### src/rtl/pool_pkg.sv
// Shared state encoding and counter-width helpers for the pooling window scheduler.
package pool_pkg;

  typedef enum logic [1:0] {
    LOAD = 2'd0,
    SCAN = 2'd1,
    EMIT = 2'd2
  } pool_state_t;

  // Width needed to count n distinct values; never narrower than one bit.
  function automatic int cnt_w(input int n);
    return (n < 2) ? 1 : $clog2(n);
  endfunction

  localparam int DEF_DEPTH = 8;
  localparam int DEF_KX    = 3;
  localparam int DEF_KY    = 3;
  localparam int DEF_AX    = 8;
  localparam int DEF_AY    = 8;

  localparam int DEF_LOAD_W = cnt_w(DEF_AX * DEF_AY);
  localparam int DEF_WIN_XW = cnt_w(DEF_AX - DEF_KX + 1);
  localparam int DEF_WIN_YW = cnt_w(DEF_AY - DEF_KY + 1);
  localparam int DEF_KER_XW = cnt_w(DEF_KX);
  localparam int DEF_KER_YW = cnt_w(DEF_KY);

endpackage

### src/rtl/pool_max_acc.sv
// Running unsigned maximum: start loads the first element, later elements replace
// the held value only when strictly greater.
module pool_max_acc
  import pool_pkg::*;
#(
  parameter int DEPTH = DEF_DEPTH
) (
  input  logic             clk,
  input  logic             rst_n,
  input  logic             en,
  input  logic             start,
  input  logic [DEPTH-1:0] din,
  output logic [DEPTH-1:0] max_out
);

  logic [DEPTH-1:0] max_q;
  logic [DEPTH-1:0] max_d;

  always_comb begin
    max_d = max_q;
    if (en) begin
      if (start || (din > max_q)) begin
        max_d = din;
      end
    end
  end

  always_ff @(posedge clk or negedge rst_n) begin
    if (!rst_n) begin
      max_q <= '0;
    end else begin
      max_q <= max_d;
    end
  end

  assign max_out = max_q;

endmodule

### src/rtl/pool_window_scheduler.sv
// Buffers one raster frame, then scans every KX x KY window one element per cycle
// and emits its maximum over a valid/ready handshake.
module pool_window_scheduler
  import pool_pkg::*;
#(
  parameter int DEPTH = DEF_DEPTH,
  parameter int KX    = DEF_KX,
  parameter int KY    = DEF_KY,
  parameter int AX    = DEF_AX,
  parameter int AY    = DEF_AY
) (
  input  logic             clk,
  input  logic             rst_n,
  input  logic             in_valid,
  output logic             in_ready,
  input  logic [DEPTH-1:0] in_data,
  output logic             out_valid,
  input  logic             out_ready,
  output logic [DEPTH-1:0] out_data,
  output logic             out_last,
  output logic             busy
);

  localparam int NPIX = AX * AY;
  localparam int LW   = cnt_w(NPIX);
  localparam int IW   = cnt_w(AX - KX + 1);
  localparam int JW   = cnt_w(AY - KY + 1);
  localparam int XW   = cnt_w(KX);
  localparam int YW   = cnt_w(KY);

  localparam logic [LW-1:0] LOAD_LAST = LW'(NPIX - 1);
  localparam logic [IW-1:0] I_LAST    = IW'(AX - KX);
  localparam logic [JW-1:0] J_LAST    = JW'(AY - KY);
  localparam logic [XW-1:0] L_LAST    = XW'(KX - 1);
  localparam logic [YW-1:0] M_LAST    = YW'(KY - 1);

  pool_state_t      state_q, state_d;
  logic [LW-1:0]    load_cnt_q, load_cnt_d;
  logic [IW-1:0]    i_q, i_d;
  logic [JW-1:0]    j_q, j_d;
  logic [XW-1:0]    l_q, l_d;
  logic [YW-1:0]    m_q, m_d;

  logic [DEPTH-1:0] fb_q [NPIX];
  logic             wr_en;
  logic [LW-1:0]    rd_addr;
  logic             acc_en;
  logic             acc_start;
  logic [DEPTH-1:0] acc_max;
  logic             last_win;

  assign last_win = (i_q == I_LAST) && (j_q == J_LAST);
  // Element (x,y) = (i+l, j+m) lives at raster address y*AX + x.
  assign rd_addr  = LW'((int'(j_q) + int'(m_q)) * AX + int'(i_q) + int'(l_q));

  always_comb begin
    state_d    = state_q;
    load_cnt_d = load_cnt_q;
    i_d        = i_q;
    j_d        = j_q;
    l_d        = l_q;
    m_d        = m_q;
    wr_en      = 1'b0;
    acc_en     = 1'b0;
    acc_start  = 1'b0;
    case (state_q)
      LOAD: begin
        if (in_valid) begin
          wr_en = 1'b1;
          if (load_cnt_q == LOAD_LAST) begin
            state_d = SCAN;
          end else begin
            load_cnt_d = load_cnt_q + 1'b1;
          end
        end
      end
      SCAN: begin
        acc_en    = 1'b1;
        acc_start = (l_q == '0) && (m_q == '0);
        if (m_q == M_LAST) begin
          m_d = '0;
          if (l_q == L_LAST) begin
            l_d     = '0;
            state_d = EMIT;
          end else begin
            l_d = l_q + 1'b1;
          end
        end else begin
          m_d = m_q + 1'b1;
        end
      end
      EMIT: begin
        if (out_ready) begin
          if (last_win) begin
            state_d    = LOAD;
            load_cnt_d = '0;
            i_d        = '0;
            j_d        = '0;
          end else begin
            state_d = SCAN;
            if (j_q == J_LAST) begin
              j_d = '0;
              i_d = i_q + 1'b1;
            end else begin
              j_d = j_q + 1'b1;
            end
          end
        end
      end
      default: state_d = LOAD;
    endcase
  end

  always_ff @(posedge clk or negedge rst_n) begin
    if (!rst_n) begin
      state_q    <= LOAD;
      load_cnt_q <= '0;
      i_q        <= '0;
      j_q        <= '0;
      l_q        <= '0;
      m_q        <= '0;
    end else begin
      state_q    <= state_d;
      load_cnt_q <= load_cnt_d;
      i_q        <= i_d;
      j_q        <= j_d;
      l_q        <= l_d;
      m_q        <= m_d;
    end
  end

  // Frame buffer is plain registers and is deliberately left uncleared by reset.
  always_ff @(posedge clk) begin
    if (wr_en) begin
      fb_q[load_cnt_q] <= in_data;
    end
  end

  pool_max_acc #(
    .DEPTH(DEPTH)
  ) u_max_acc (
    .clk    (clk),
    .rst_n  (rst_n),
    .en     (acc_en),
    .start  (acc_start),
    .din    (fb_q[rd_addr]),
    .max_out(acc_max)
  );

  assign in_ready  = (state_q == LOAD);
  assign busy      = (state_q != LOAD);
  assign out_valid = (state_q == EMIT);
  assign out_data  = out_valid ? acc_max : '0;
  assign out_last  = out_valid && last_win;

endmodule

### config.mk
export PLATFORM = sky130hd
export DESIGN_NAME = pool_window_scheduler
export DESIGN_NICKNAME = d
export VERILOG_FILES = /design/src/rtl/pool_pkg.sv /design/src/rtl/pool_max_acc.sv /design/src/rtl/pool_window_scheduler.sv
export SDC_FILE = /design/constraint.sdc
export NUM_CORES = 1
export LEC_CHECK = 0
export BUFFER_PORTS_ARGS = -buffer_cell sky130_fd_sc_hd__buf_2
export CAP_MARGIN = 5
export CELL_PAD_IN_SITES_DETAIL_PLACEMENT = 2
export CELL_PAD_IN_SITES_GLOBAL_PLACEMENT = 2
export CORE_UTILIZATION = 45
export DETAILED_ROUTE_END_ITERATION = 10
export PLACE_DENSITY_LB_ADDON = 0.1
export SLEW_MARGIN = 20
export SYNTH_ARGS = -nofsm -noshare
export SYNTH_HDL_FRONTEND = slang
export SYNTH_HIERARCHICAL = 1
export SYNTH_SLANG_ARGS = --single-unit
### constraint.sdc
create_clock -name clk -period 4.35 [get_ports clk]
set_clock_uncertainty 0.05 [all_clocks]
set_input_delay 0.87 -clock clk [delete_from_list [all_inputs] [get_ports clk]]
set_output_delay 0.87 -clock clk [all_outputs]
set_load 0.1 [all_outputs]
After elaboration in Yosys (flattened, before gate mapping)
Memory sizes are Yosys's and may differ from the RTL's.
Index checks and enable logic that the tools add are counted.

storage, ports and cells
  output and inout bits = 12
  flip-flop bits (word level) = 26
  bits in writable memories = 512
  memories = 1
  input port bits = 12
  logic and storage cells = 72

memories
  memory  words  width  read ports  clocked after memory_dff  wr ports  RTL line                     text
  fb_q    64     8      1           0                         1         pool_window_scheduler.sv:44  logic [DEPTH-1:0] fb_q [NPIX];

operators by class
  $add $sub $neg = 8
  reduce and logical (&&, ||, !) cells = 16
  $lt $le $gt $ge = 1
  eq/ne operators = 14
  mux-type cells = 25

operators by type and width
  kind                   number
  $mux W6                4
  $mux W2                7
  $mux W3                4
  $pmux W6 S2            1
  $reduce_and A5 Y1      2
  $gt A8 B8 Y1           1
  $mux W8                1
  $ne A2 B2 Y1 const B   4
  $mux W1                7
  $add A3 B1 Y3 const B  2
  $add A6 B1 Y6 const B  1
  $add A6 B2 Y6          1
  $add A6 B3 Y6          1
  $eq A2 B2 Y1 const B   3
  $eq A3 B3 Y1 const B   2
  $eq A6 B6 Y1 const B   1
  $logic_not A2 Y1       3
  $ne A2 B1 Y1 const B   3
  $pmux W2 S3            1
  $reduce_and A2 Y1      3
  $reduce_bool A2 Y1     3
  $add A2 B1 Y2 const B  2
  $add A3 B2 Y3          1
  $logic_and A1 B1 Y1    3
  3 further kinds        3

Depth between registers and ports, before layout
Gate-level depths: netlist (run 1).
An unclocked memory read counts as a cell.

  depth after elaboration = 7
  mapped depth = 15
  mapped depth without buffers = 14

By module
Netlist (run 1), hierarchy kept.

by module, submodules not included
  module                 sequential area each (um^2)  area an instance (um^2)  instances  cells an instance
  pool_window_scheduler  15825.2                      20981.4                  1          1008
  pool_max_acc           200.2                        520.5                    1          47

Worst setup path after synthesis (run 1)
OpenSTA, ideal clock, no wires.

  kind = register to register
  start = reg i_q[0]
  end = reg u_max_acc.max_q[0], in the netlist u_max_acc/max_out[0]
  arrival time = 4.308 ns
  period minus slack after synthesis = 4.482 ns
  slack = -0.132 ns
  data required time = 4.175 ns
  cell stages (with the launch flop) = 15
  buffers on the path = 2
  setup time = 0.125 ns
  path through = dfrtp_1 ha_1 inv_1 fa_1 clkbuf_1 clkbuf_1 mux4_2 mux2i_1 o22ai_1 or4_1 ha_1 nand4_1 or4_4 o311ai_4 mux2_2

between the ends
  word-level cells in the longest chain between the ends = 6

RTL lines
  what                         RTL line                      text
  start: declaration           pool_window_scheduler.sv:39   logic [IW-1:0] i_q, i_d;
  start signal: assignment     pool_window_scheduler.sv:125  i_q <= i_d;
  $add A6 B3 Y6 *              pool_window_scheduler.sv:54   assign rd_addr = LW'((int'(j_q) + int'(m_q)) * AX + int'(i_q) + int'(l_q));
  $add A6 B2 Y6 *              pool_window_scheduler.sv:54
  $mem_v2 Z64 W8 *             --
  $gt A8 B8 Y1                 pool_max_acc.sv:22            if (start || (din > max_q)) begin
  $logic_or A1 B1 Y1           pool_max_acc.sv:22
  $reduce_and A2 Y1 (no line)  --
  end signal: assignment       pool_max_acc.sv:32            max_q <= max_d;
  end: declaration             pool_max_acc.sv:16            logic [DEPTH-1:0] max_q;

Every way passes the cells marked *; elsewhere a longest branch is shown, timed or not.
A chain may end at the register's enable or synchronous reset.

Final worst setup path (run 1)
  start = reg l_q[0]
  end = reg u_max_acc.max_q[5], in the netlist u_max_acc/max_out[5]

between the ends
  word-level cells in the longest chain between the ends = 5
  elaborated cells on any way between the ends = 8
  classes of those cells = 1 x add/sub; 1 x order compare; 1 x mux; 4 x reduce/logical; 1 x memory

RTL lines
  what                                                   RTL line                                                  text
  start: declaration                                     pool_window_scheduler.sv:41                               logic [XW-1:0] l_q, l_d;
  start signal: assignment                               pool_window_scheduler.sv:127                              l_q <= l_d;
  $add A6 B2 Y6 or $logic_not A2 Y1 (tied branches)      pool_window_scheduler.sv:54, pool_window_scheduler.sv:79
  $mem_v2 Z64 W8 or $logic_and A1 B1 Y1 (tied branches)  --
  $gt A8 B8 Y1 or $mux W1 (tied branches)                pool_max_acc.sv:22, pool_window_scheduler.sv:66
  $logic_or A1 B1 Y1                                     pool_max_acc.sv:22
  $reduce_and A2 Y1 (no line)                            --

Several ways; a longest one is shown, not always the timed one.

==> results.toml, run 1 <==
[finish]
drive_gt1_share_pct = 35.9
fin_area_sq_mm = 0.0258
area_growth_pct = 20.1
nets = 1251
final_cells = 1877

[route]
routed_wl_mm = 66.0
viasPerCell = 6.03
drt_first_pass_iters = 8
vias = 11300
ant_nets = 0
detail_route.iter0.violations = 952
drc = 6
wl_per_cell_um = 35.1

[global_route]
grt_first_pass_wirelength_mm = 93.9
antenna_found_initial = 1
grt_overflow = 0
grtUsageTotal_pct = 28.1
grt_max_degree = 65
first_global_vias = 12600

[worst_setup_path]
setup.worst_path.start_class = "flip-flop"
cpLargestDelayFamily = "adder cells"
cp.required_ns = 4.81
worstReg2RegStart = "l_q[0]$_DFFE_PN0P_"
slowest_delay_ns = 0.79
cp_num_buf_inv = 5
path_max_fanout = 9
path_cells = "ha_4 -> inv_2 -> fa_4 -> buf_12 -> buf_6 -> buf_4 -> mux4_2 -> mux2i_1 -> o22ai_1 -> or4_4 -> ha_4 -> nand2_2 -> or4_4 -> o311ai_4 -> buf_6 -> mux2_4"
cp_slowest_cell = "fa_4"
cp.arrival_ns = 5.33
critPathLaunch = "l_q[0]$_DFFE_PN0P_"
worstSetupPathType = "flip-flop to flip-flop"
worstSetupEndpointType = "flip-flop"

[logic_synthesis]
synth_ff_type = "edfxtp_1"
synth_edf_count = 512
synth_common_cells = "512 x edfxtp_1, 128 x mux4_2, 78 x nor2_1"
ys_warn_count = 6
ys_ff_latch = 538
synth_fp_nets = 1083
synth_area_per_cell_sq_um = 20.4
synth.most_common_cell = "edfxtp_1"
synth_top_area_share_pct = 71.5
async_flop_share_pct = 4.83
yosysUniqueCellTypes = 47
synth_area_sq_mm = 0.0215
ys_top_cells_by_area = "edfxtp_1 72%, mux4_2 13%, dfrtp_1 3.0%, mux2i_1 3.0%, nor2_1 1.4%"
yosysTopAreaCell = "edfxtp_1"
ys_seq_area_share_pct = 74.5
synthCells = 1055

[floorplanning]
row_count = 79
core-area_sq_mm = 0.0469
die_height_um = 221
die_width_um = 221
num_io_pins = 24
die_area_sq_mm = 0.0487
initial_core_util_pct = 45.9

[clock_network]
clockRootBuffer = "clkbuf_16"
cts_tree = "built"
clk_latency_ns = 0.63
clock_path_buffers = 3
ctsHoldBuffers = 0
cts.sinks = 538
cts-buffers-inserted = 56
h-tree-depth = 2
cts.clk_slew.worst_paths_ns = 0.08

[timing]
max-slew-margin-rel_pct = 30.9
maxSlewViolCount = 0
tightestPinTransition_ns = 1.04
fin_setup_tns_ns = -3.86
setup_viol = 8
setup_ws_ns = -0.522
hold_violations = 0
max_freq_ghz = 0.205
period_needed_ns = 4.87
rsz0062_at_grt = "true"
period_share_pct = 112

[flow_run]
cap_violations = 0

[min_path]
hold_path.class = "input pin to async pin"

[place]
place.gp.congestion = 0.792
io_buffers = 23
pre_cts_slack_ns = -0.573
dp.cells = 1743
dp_hpwl_mm = 38.4
place_area_sq_mm = 0.0232

[power]
vdd_drop_max_mv = 0.396
power.density_mw_per_mm2 = 647
p_leak_nw = 8.79

[status]
outcome = "complete, but fails checks"
violations = "DRC, setup timing"
sequential cells by signal, indices dropped and copies added (netlist names):
name / flops
fb_q: 512
i_q: 3
j_q: 3
l_q: 2
load_cnt_q: 6
m_q: 2
state_q: 2
u_max_acc/max_out: 8
report_power, final:
group	internal [mW]	leakage, nW	switching [mW]
combinational	2.75	2.98	2.99
clock	2.66	0.871	2.13
sequential	5.92	4.94	0.252
worst reg2reg max path, delay by kind of cell, from the launching register on:
family,cells,cell delay (ns)
compound gates,2,0.36
buf+inv,5,0.74
fa+ha+maj,3,1.25
flops,1,0.42
simple gates,3,1.04
mux,3,0.89
path summary, 6_finish.rpt:
path / slack (ns) / endpoint / cells past startpoint
hold / removal: 0.24 / u_max_acc/max_out[6]$_DFFE_PN0P_ / 1
min in group clk: 0.53 / j_q[0]$_DFFE_PN0P_ / 3
hold reg to reg: 0.54 / m_q[1]$_DFFE_PN0P_ / 2
max in group asynchronous: 3.54 / m_q[1]$_DFFE_PN0P_ / 1
setup / recovery: -0.52 / u_max_acc/max_out[5]$_DFFE_PN0P_ / 16
setup reg to reg: -0.52 / u_max_acc/max_out[5]$_DFFE_PN0P_ / 16
cell families (layout without fill, tap and decap cells):
| kind of cell | count (synthesis) | in the layout | share of synthesized area (%) |
|---|---|---|---|
| compound gates | 63 | 63 | 2.07 |
| other cells | 0 | 1 | 0 |
| mux | 204 | 204 | 17.0 |
| simple gates | 161 | 161 | 3.71 |
| xor+xnor | 10 | 10 | 0.442 |
| buf+inv | 63 | 277 | 1.23 |
| flops | 538 | 538 | 74.5 |
| fa+ha+maj | 16 | 16 | 1.00 |
timing repair:
item	CTS	global route
endpoints found under the setup margin	8	8
pin swaps	17	13
buffers inserted	22	3
gates resized for setup	64	34
cloned	4	0
per-layer routing:
metal  track usage (%)  wire length (um)  up-vias
met5                 0                 0        -
met4              12.5              2580        0
met3              4.44              3230      122
met2              47.1             33400      377
met1              36.4             26800     6139
li1                  -                 -     4687
layout by cell type (no fill, tap or decap), drive strengths merged, types with 12 or more instances in the layout:
| cell type | netlist | final |
|---|---|---|
| nand2 | 21 | 21 |
| inv | 20 | 22 |
| clkbuf | 20 | 71 |
| ha | 14 | 14 |
| mux4 | 128 | 128 |
| clkinv | 0 | 25 |
| edfxtp | 512 | 512 |
| mux2i | 64 | 64 |
| buf | 23 | 152 |
| o22ai | 34 | 34 |
| dfrtp | 26 | 26 |
| mux2 | 12 | 12 |
| nor2 | 78 | 78 |
stage by stage:
| stage | util [%] | hold WS [ns] | total power, mW |
|---|---|---|---|
| 4_1_cts | 54.6 | 0.234 | 16.4 |
| 6_report | 55.1 | 0.242 | 16.7 |
| 2_1_floorplan | - | 0.400 | 8.88 |
| 3_3_place_gp | 49.4 | 0.418 | 10.5 |
| 3_5_place_dp | 49.4 | 0.448 | 10.7 |
| 5_1_grt | 55.1 | 0.265 | 17.2 |
area by class of cell:
cell class                 count  area [sq um]
timing repair buffer         153          1520
inverter                      20          75.1
sequential                   538         16000
multi-input combinational    454          5680
clock buffer                  71          1490
tap                          607           759
fill                        3919         21000
antenna                        1          2.50
clock inverter                33           280
(Power assumes the default switching activity.)
==> run 2: changes to the inputs <==
--- a/config.mk
+++ b/config.mk
@@ -12,8 +12,8 @@
 export CORE_UTILIZATION = 45
 export DETAILED_ROUTE_END_ITERATION = 10
 export PLACE_DENSITY_LB_ADDON = 0.1
-export SLEW_MARGIN = 20
+export SKIP_LAST_GASP = 1
+export SLEW_MARGIN = 15
 export SYNTH_ARGS = -nofsm -noshare
 export SYNTH_HDL_FRONTEND = slang
-export SYNTH_HIERARCHICAL = 1
 export SYNTH_SLANG_ARGS = --single-unit
==> results.toml, run 2 <==
[logic_synthesis]
synth_ff_type = "edfxtp_1"
ys_seq_area_share_pct = 73.9
synth.most_common_cell = "edfxtp_1"
yosysTopAreaCell = "edfxtp_1"
ys_warn_count = 0
synth_top_area_share_pct = 70.9
ys_top_cells_by_area = "edfxtp_1 71%, mux4_2 11%, mux2i_1 4.4%, dfrtp_1 3.0%, nor2_1 1.5%"
synth_area_sq_mm = 0.0217
yosysUniqueCellTypes = 54
ys_ff_latch = 538
synthCells = 1131
async_flop_share_pct = 4.83
synth_fp_nets = 1159
synth_area_per_cell_sq_um = 19.2
synth_edf_count = 512
synth_common_cells = "512 x edfxtp_1, 108 x mux4_2, 96 x mux2i_1"

[power]
swShare_pct = 32.2
p_int_mw = 11.8
pwr-share-seq_pct = 34.8
p_leak_nw = 8.84
power.density_mw_per_mm2 = 660
vdd_drop_max_mv = 0.386
p_clk_share_pct = 29.1
p_switching_mw = 5.60
combPwrFrac_pct = 36.1
power_mw = 17.4

[place]
place.gp.congestion = 0.806
dp_hpwl_mm = 41.4
pre_cts_slack_ns = -0.578
io_buffers = 23
dp.cells = 1847
place_area_sq_mm = 0.0236

[route]
wl_per_cell_um = 34.3
drc = 0
drt_first_pass_iters = 4
routed_wl_mm = 67.9
viasPerCell = 5.97
vias = 11800
detail_route.iter0.violations = 1082
ant_nets = 0

[min_path]
hold_path.class = "input pin to async pin"

[status]
outcome = "complete, but fails checks"
violations = "setup timing"

[global_route]
grt_max_degree = 65
grt_overflow = 0
grt.met2_usage_pct = 48.2
use_met1_pct = 36.3
antenna_found_initial = 0
grt.busiest_layer = "met2"
grtUsageTotal_pct = 27.9
use_met3_pct = 4.15
grt_first_pass_wirelength_mm = 97.4
first_global_vias = 13200

[finish]
area_growth_pct = 21.4
final_cell_mix = "512 x edfxtp_1, 128 x buf_4, 108 x mux4_2, 85 x nor2_1, 69 x mux2i_1"
drive_gt1_share_pct = 33.7
final_common_cell = "edfxtp_1"
final_cells = 1982
top_register = "fb_q"
fin_area_sq_mm = 0.0263
largest_reg_flops = 512
antennaDiodeCount = 0
nets = 1350
post-route-util_pct = 55.3

[clock_network]
cts-buffers-inserted = 56
cts_tree = "built"
clock_path_buffers = 3
cts.clk_slew.worst_paths_ns = 0.07
h-tree-depth = 2
cts.sinks = 538
clk_latency_ns = 0.62
clockRootBuffer = "clkbuf_16"

[floorplanning]
core-area_sq_mm = 0.0476
num_io_pins = 24
initial_core_util_pct = 45.5
die_area_sq_mm = 0.0491
row_count = 80
die_width_um = 222
die_height_um = 222

[worst_setup_path]
cp.required_ns = 4.79
worstReg2RegStart = "l_q[0]$_DFFE_PN0P_"
cp.arrival_ns = 5.28
worstSetupEndpointType = "flip-flop"
regToRegSetupSlack_ns = -0.48
path_max_fanout = 10
worstSetupPathType = "flip-flop to flip-flop"
setup.worst_path.start_class = "flip-flop"
ff2ff_path_depth = 18
rr_endpoint = "u_max_acc.max_out[7]$_DFFE_PN0P_"

[timing]
max_freq_ghz = 0.207
setup_ws_ns = -0.485
tightestPinTransition_ns = 1.03
fin_setup_tns_ns = -3.54
whs_ns = 0.257
period_needed_ns = 4.83
period_share_pct = 111
max-slew-margin-rel_pct = 31.1
hold_violations = 0
maxSlewViolCount = 0
rsz0062_at_grt = "true"
setup_viol = 8

[flow_run]
cap_violations = 0
[run 2: routing by layer]
| metal | wire, um | vias up |
|---|---|---|
| met5 | 0 | - |
| met4 | 1800 | 0 |
| met3 | 2930 | 101 |
| met2 | 35100 | 334 |
| met1 | 28000 | 6451 |
| li1 | - | 4943 |
[run 2: worst max-delay path by stage]
| stage | cells after the start | to | slack, ns | startpoint |
|---|---|---|---|---|
| 2_1_floorplan | 16 | u_max_acc.max_out[1]$_DFFE_PN0P_ | 0.009 | i_q[0]$_DFFE_PN0P_ |
| 3_3_place_gp | 18 | u_max_acc.max_out[6]$_DFFE_PN0P_ | -0.30 | i_q[0]$_DFFE_PN0P_ |
| 3_5_place_dp | 18 | u_max_acc.max_out[4]$_DFFE_PN0P_ | -0.58 | i_q[0]$_DFFE_PN0P_ |
| 4_1_cts | 17 | u_max_acc.max_out[3]$_DFFE_PN0P_ | -0.37 | i_q[0]$_DFFE_PN0P_ |
| 5_1_grt | 18 | u_max_acc.max_out[7]$_DFFE_PN0P_ | -0.52 | i_q[0]$_DFFE_PN0P_ |
| 6_report | 18 | u_max_acc.max_out[7]$_DFFE_PN0P_ | -0.48 | l_q[0]$_DFFE_PN0P_ |
[run 2: logic make-up after synthesis]
kind of cell,count (synthesis),share of synthesized area [%]
DFF,538,73.9
AOI/OAI and AO/OA,66,2.21
adders and majority gates,16,0.992
buffers and inverters,71,1.47
muxes,223,16.8
and+or+nand+nor,210,4.29
xor gates and xnor gates,7,0.317
[run 2: area by class of cell]
type,instances,area [sq um]
Fill cell,4032,21300
Sequential cell,538,16000
Multi-Input combinational cell,522,5810
Timing Repair Buffer,186,1750
Clock buffer,70,1520
Tap cell,615,769
Clock inverter,33,397
Inverter,18,70.1
[run 2: power groups by stage]
stage	sequential [mW]	clock, mW	combinational, mW
6_report	6.05	5.06	6.27
5_1_grt	6.06	5.30	6.50
4_1_cts	6.04	5.14	5.66
3_5_place_dp	6.14	0	5.03
3_3_place_gp	6.12	0	4.86
2_1_floorplan	6.07	0	2.92
[run 2: critical path, stage by stage (launching register included)]
cell	delay [ns]
dfrtp_1	0.41
ha_4	0.18
inv_4	0.04
fa_4	0.83
buf_6	0.12
buf_12	0.15
buf_12	0.15
mux2i_1	0.11
mux4_2	0.54
mux2i_1	0.17
mux2i_1	0.15
mux2i_1	0.33
ha_2	0.36
nand4_1	0.14
a21oi_2	0.06
o32ai_2	0.29
a21oi_2	0.10
buf_4	0.18
mux2_2	0.30
[run 2: repair_timing]
| action | in CTS | in global routing |
|---|---|---|
| pin swaps | 15 | 12 |
| setup buffers | 12 | 18 |
| hold endpoints to repair | 0 | 0 |
| hold buffers | 0 | 0 |
| cloned | 3 | 3 |
| endpoints found under the setup margin | 8 | 8 |
| resized for setup | 59 | 39 |
==> run 3: changes to the inputs <==
--- a/config.mk
+++ b/config.mk
@@ -12,6 +12,7 @@
 export CORE_UTILIZATION = 45
 export DETAILED_ROUTE_END_ITERATION = 10
 export PLACE_DENSITY_LB_ADDON = 0.1
+export RECOVER_POWER = 50
 export SKIP_LAST_GASP = 1
 export SLEW_MARGIN = 15
 export SYNTH_ARGS = -nofsm -noshare
==> results.toml, run 3 (same netlist as run 2, synthesis figures left out) <==
[status]
outcome = "complete, but fails checks"
violations = "capacitance limit, slew limit, setup timing"

[clock_network]
cts.clk_slew.worst_paths_ns = 0.07
clock_path_buffers = 3
ctsHoldBuffers = 0
h-tree-depth = 2
clk_latency_ns = 0.62
cts.sinks = 538
clockRootBuffer = "clkbuf_16"
cts-buffers-inserted = 56
cts_tree = "built"

[global_route]
antenna_found_initial = 0
grt_overflow = 0
grtUsageTotal_pct = 27.9
first_global_vias = 13200
grt_first_pass_wirelength_mm = 97.4
grt_max_degree = 65

[route]
wl_per_cell_um = 34.2
vias = 11800
routed_wl_mm = 67.9
drt_first_pass_iters = 5
drc = 0
detail_route.iter0.violations = 1059
ant_nets = 0
viasPerCell = 5.97

[worst_setup_path]
cpLargestDelayFamily = "multiplexers"
slowest_delay_ns = 0.83
cp.required_ns = 4.79
path_max_fanout = 10
worstSetupEndpointType = "flip-flop"
setup.worst_path.start_class = "flip-flop"
cp_common_cell = "mux2i_1"
worstSetupPathType = "flip-flop to flip-flop"
cp_slowest_cell = "fa_4"
cp_num_buf_inv = 5
cp.arrival_ns = 5.28
path_cells = "ha_4 -> inv_4 -> fa_4 -> buf_6 -> buf_12 -> buf_12 -> mux2i_1 -> mux4_2 -> mux2i_1 -> mux2i_1 -> mux2i_1 -> ha_2 -> nand4_1 -> a21oi_2 -> o32ai_2 -> a21oi_2 -> buf_4 -> mux2_2"

[finish]
area_growth_pct = 21.2
top_register = "fb_q"
antennaDiodeCount = 0
largest_reg_flops = 512
fillers = 4049
drive_gt1_share_pct = 32.4
post-route-util_pct = 55.2
final_cell_mix = "512 x edfxtp_1, 119 x buf_4, 108 x mux4_2, 85 x nor2_1, 69 x mux2i_1"
final_common_cell = "edfxtp_1"
nets = 1350
final_cells = 1982
fin_area_sq_mm = 0.0263

[floorplanning]
row_count = 80
die_height_um = 222
core-area_sq_mm = 0.0476
num_io_pins = 24
initial_core_util_pct = 45.5
die_width_um = 222
die_area_sq_mm = 0.0491

[timing]
max_freq_ghz = 0.207
period_share_pct = 111
maxSlewViolCount = 460
hold_violations = 0
rsz0062_at_grt = "true"
setup_ws_ns = -0.485
fin_setup_tns_ns = -3.54
setup_viol = 8
max-slew-margin-rel_pct = -124
period_needed_ns = 4.83
tightestPinTransition_ns = 3.36

[place]
dp_hpwl_mm = 41.4
dp.cells = 1847
place_area_sq_mm = 0.0236
place.gp.congestion = 0.806
pre_cts_slack_ns = -0.578
io_buffers = 23

[power]
power.density_mw_per_mm2 = 661
p_switching_mw = 5.60
p_clk_share_pct = 29.1
combPwrFrac_pct = 36.0
swShare_pct = 32.2
pwr-share-seq_pct = 34.8
p_int_mw = 11.8
p_leak_nw = 8.78
vdd_drop_max_mv = 0.385

[flow_run]
cap_violations = 14

[min_path]
hold_path.class = "flip-flop to flip-flop"
[run 3: cell types whose count changed in the layout (fill, tap and decap cells not counted), sizes merged]
cell,change
clkbuf,+17
buf,-17
[run 3: path summary, 6_finish.rpt]
| path | start | endpoint | slack (ns) | cells past startpoint |
|---|---|---|---|---|
| max | l_q[0]$_DFFE_PN0P_ | u_max_acc.max_out[7]$_DFFE_PN0P_ | -0.48 | 18 |
| max in group asynchronous | rst_n | u_max_acc.max_out[3]$_DFFE_PN0P_ | 2.55 | 1 |
| min reg2reg | u_max_acc.max_out[1]$_DFFE_PN0P_ | u_max_acc.max_out[1]$_DFFE_PN0P_ | 0.47 | 1 |
| min in group asynchronous | rst_n | l_q[1]$_DFFE_PN0P_ | 0.66 | 1 |
| min | u_max_acc.max_out[1]$_DFFE_PN0P_ | u_max_acc.max_out[1]$_DFFE_PN0P_ | 0.47 | 1 |
| max reg2reg | l_q[0]$_DFFE_PN0P_ | u_max_acc.max_out[7]$_DFFE_PN0P_ | -0.48 | 18 |
[run 3: metrics by stage]
step	hold slack, ns	total power, mW
after CTS	0.239	16.8
final	0.475	17.4
after global placement	0.442	11.0
after floorplan	0.422	8.98
after global routing	0.488	17.9
after detailed placement	0.454	11.2
[run 3: layer usage]
layer	GRT usage (%)	wire (um)	vias to the layer above
met5	0	0	-
met4	9.39	1800	0
met3	4.15	2950	101
met2	48.2	35100	335
met1	36.3	28000	6452
li1	-	-	4950
[run 3: what timing repair did]
item,4_1_cts,5_1_grt
gates cloned,3,3
endpoints found under the hold margin,0,0
pin swaps,15,12
gates resized for setup,59,39
setup buffers,12,18
setup endpoints to repair,8,8
[run 3: power groups by stage]
stage	Sequential [mW]	Combinational, mW	Clock (mW)
after floorplan	6.07	2.92	0
after global placement	6.12	4.86	0
after detailed placement	6.14	5.03	0
after CTS	6.04	5.66	5.14
after global routing	6.07	6.49	5.30
final	6.06	6.26	5.06
[run 3: worst reg2reg max path: stages, from the launching register on]
cell and delay, ns:
dfrtp_1 0.41, ha_4 0.18, inv_4 0.04, fa_4 0.83, buf_6 0.13, buf_12 0.15, buf_12 0.17, mux2i_1 0.12
mux4_2 0.54, mux2i_1 0.17, mux2i_1 0.16, mux2i_1 0.33, ha_2 0.37, nand4_1 0.14, a21oi_2 0.06, o32ai_2 0.29
a21oi_2 0.10, buf_4 0.18, mux2_2 0.30
[run 3: layout make-up]
cell class	instances	area [sq um]	share of cell area, %
clock inverters	33	397	1.51
inverters	18	70.1	0.267
well taps	615	769	2.93
flip-flops and latches	538	16000	61.0
multi-input cells	522	5810	22.1
repair buffers	186	1710	6.49
clock buffers	70	1520	5.77
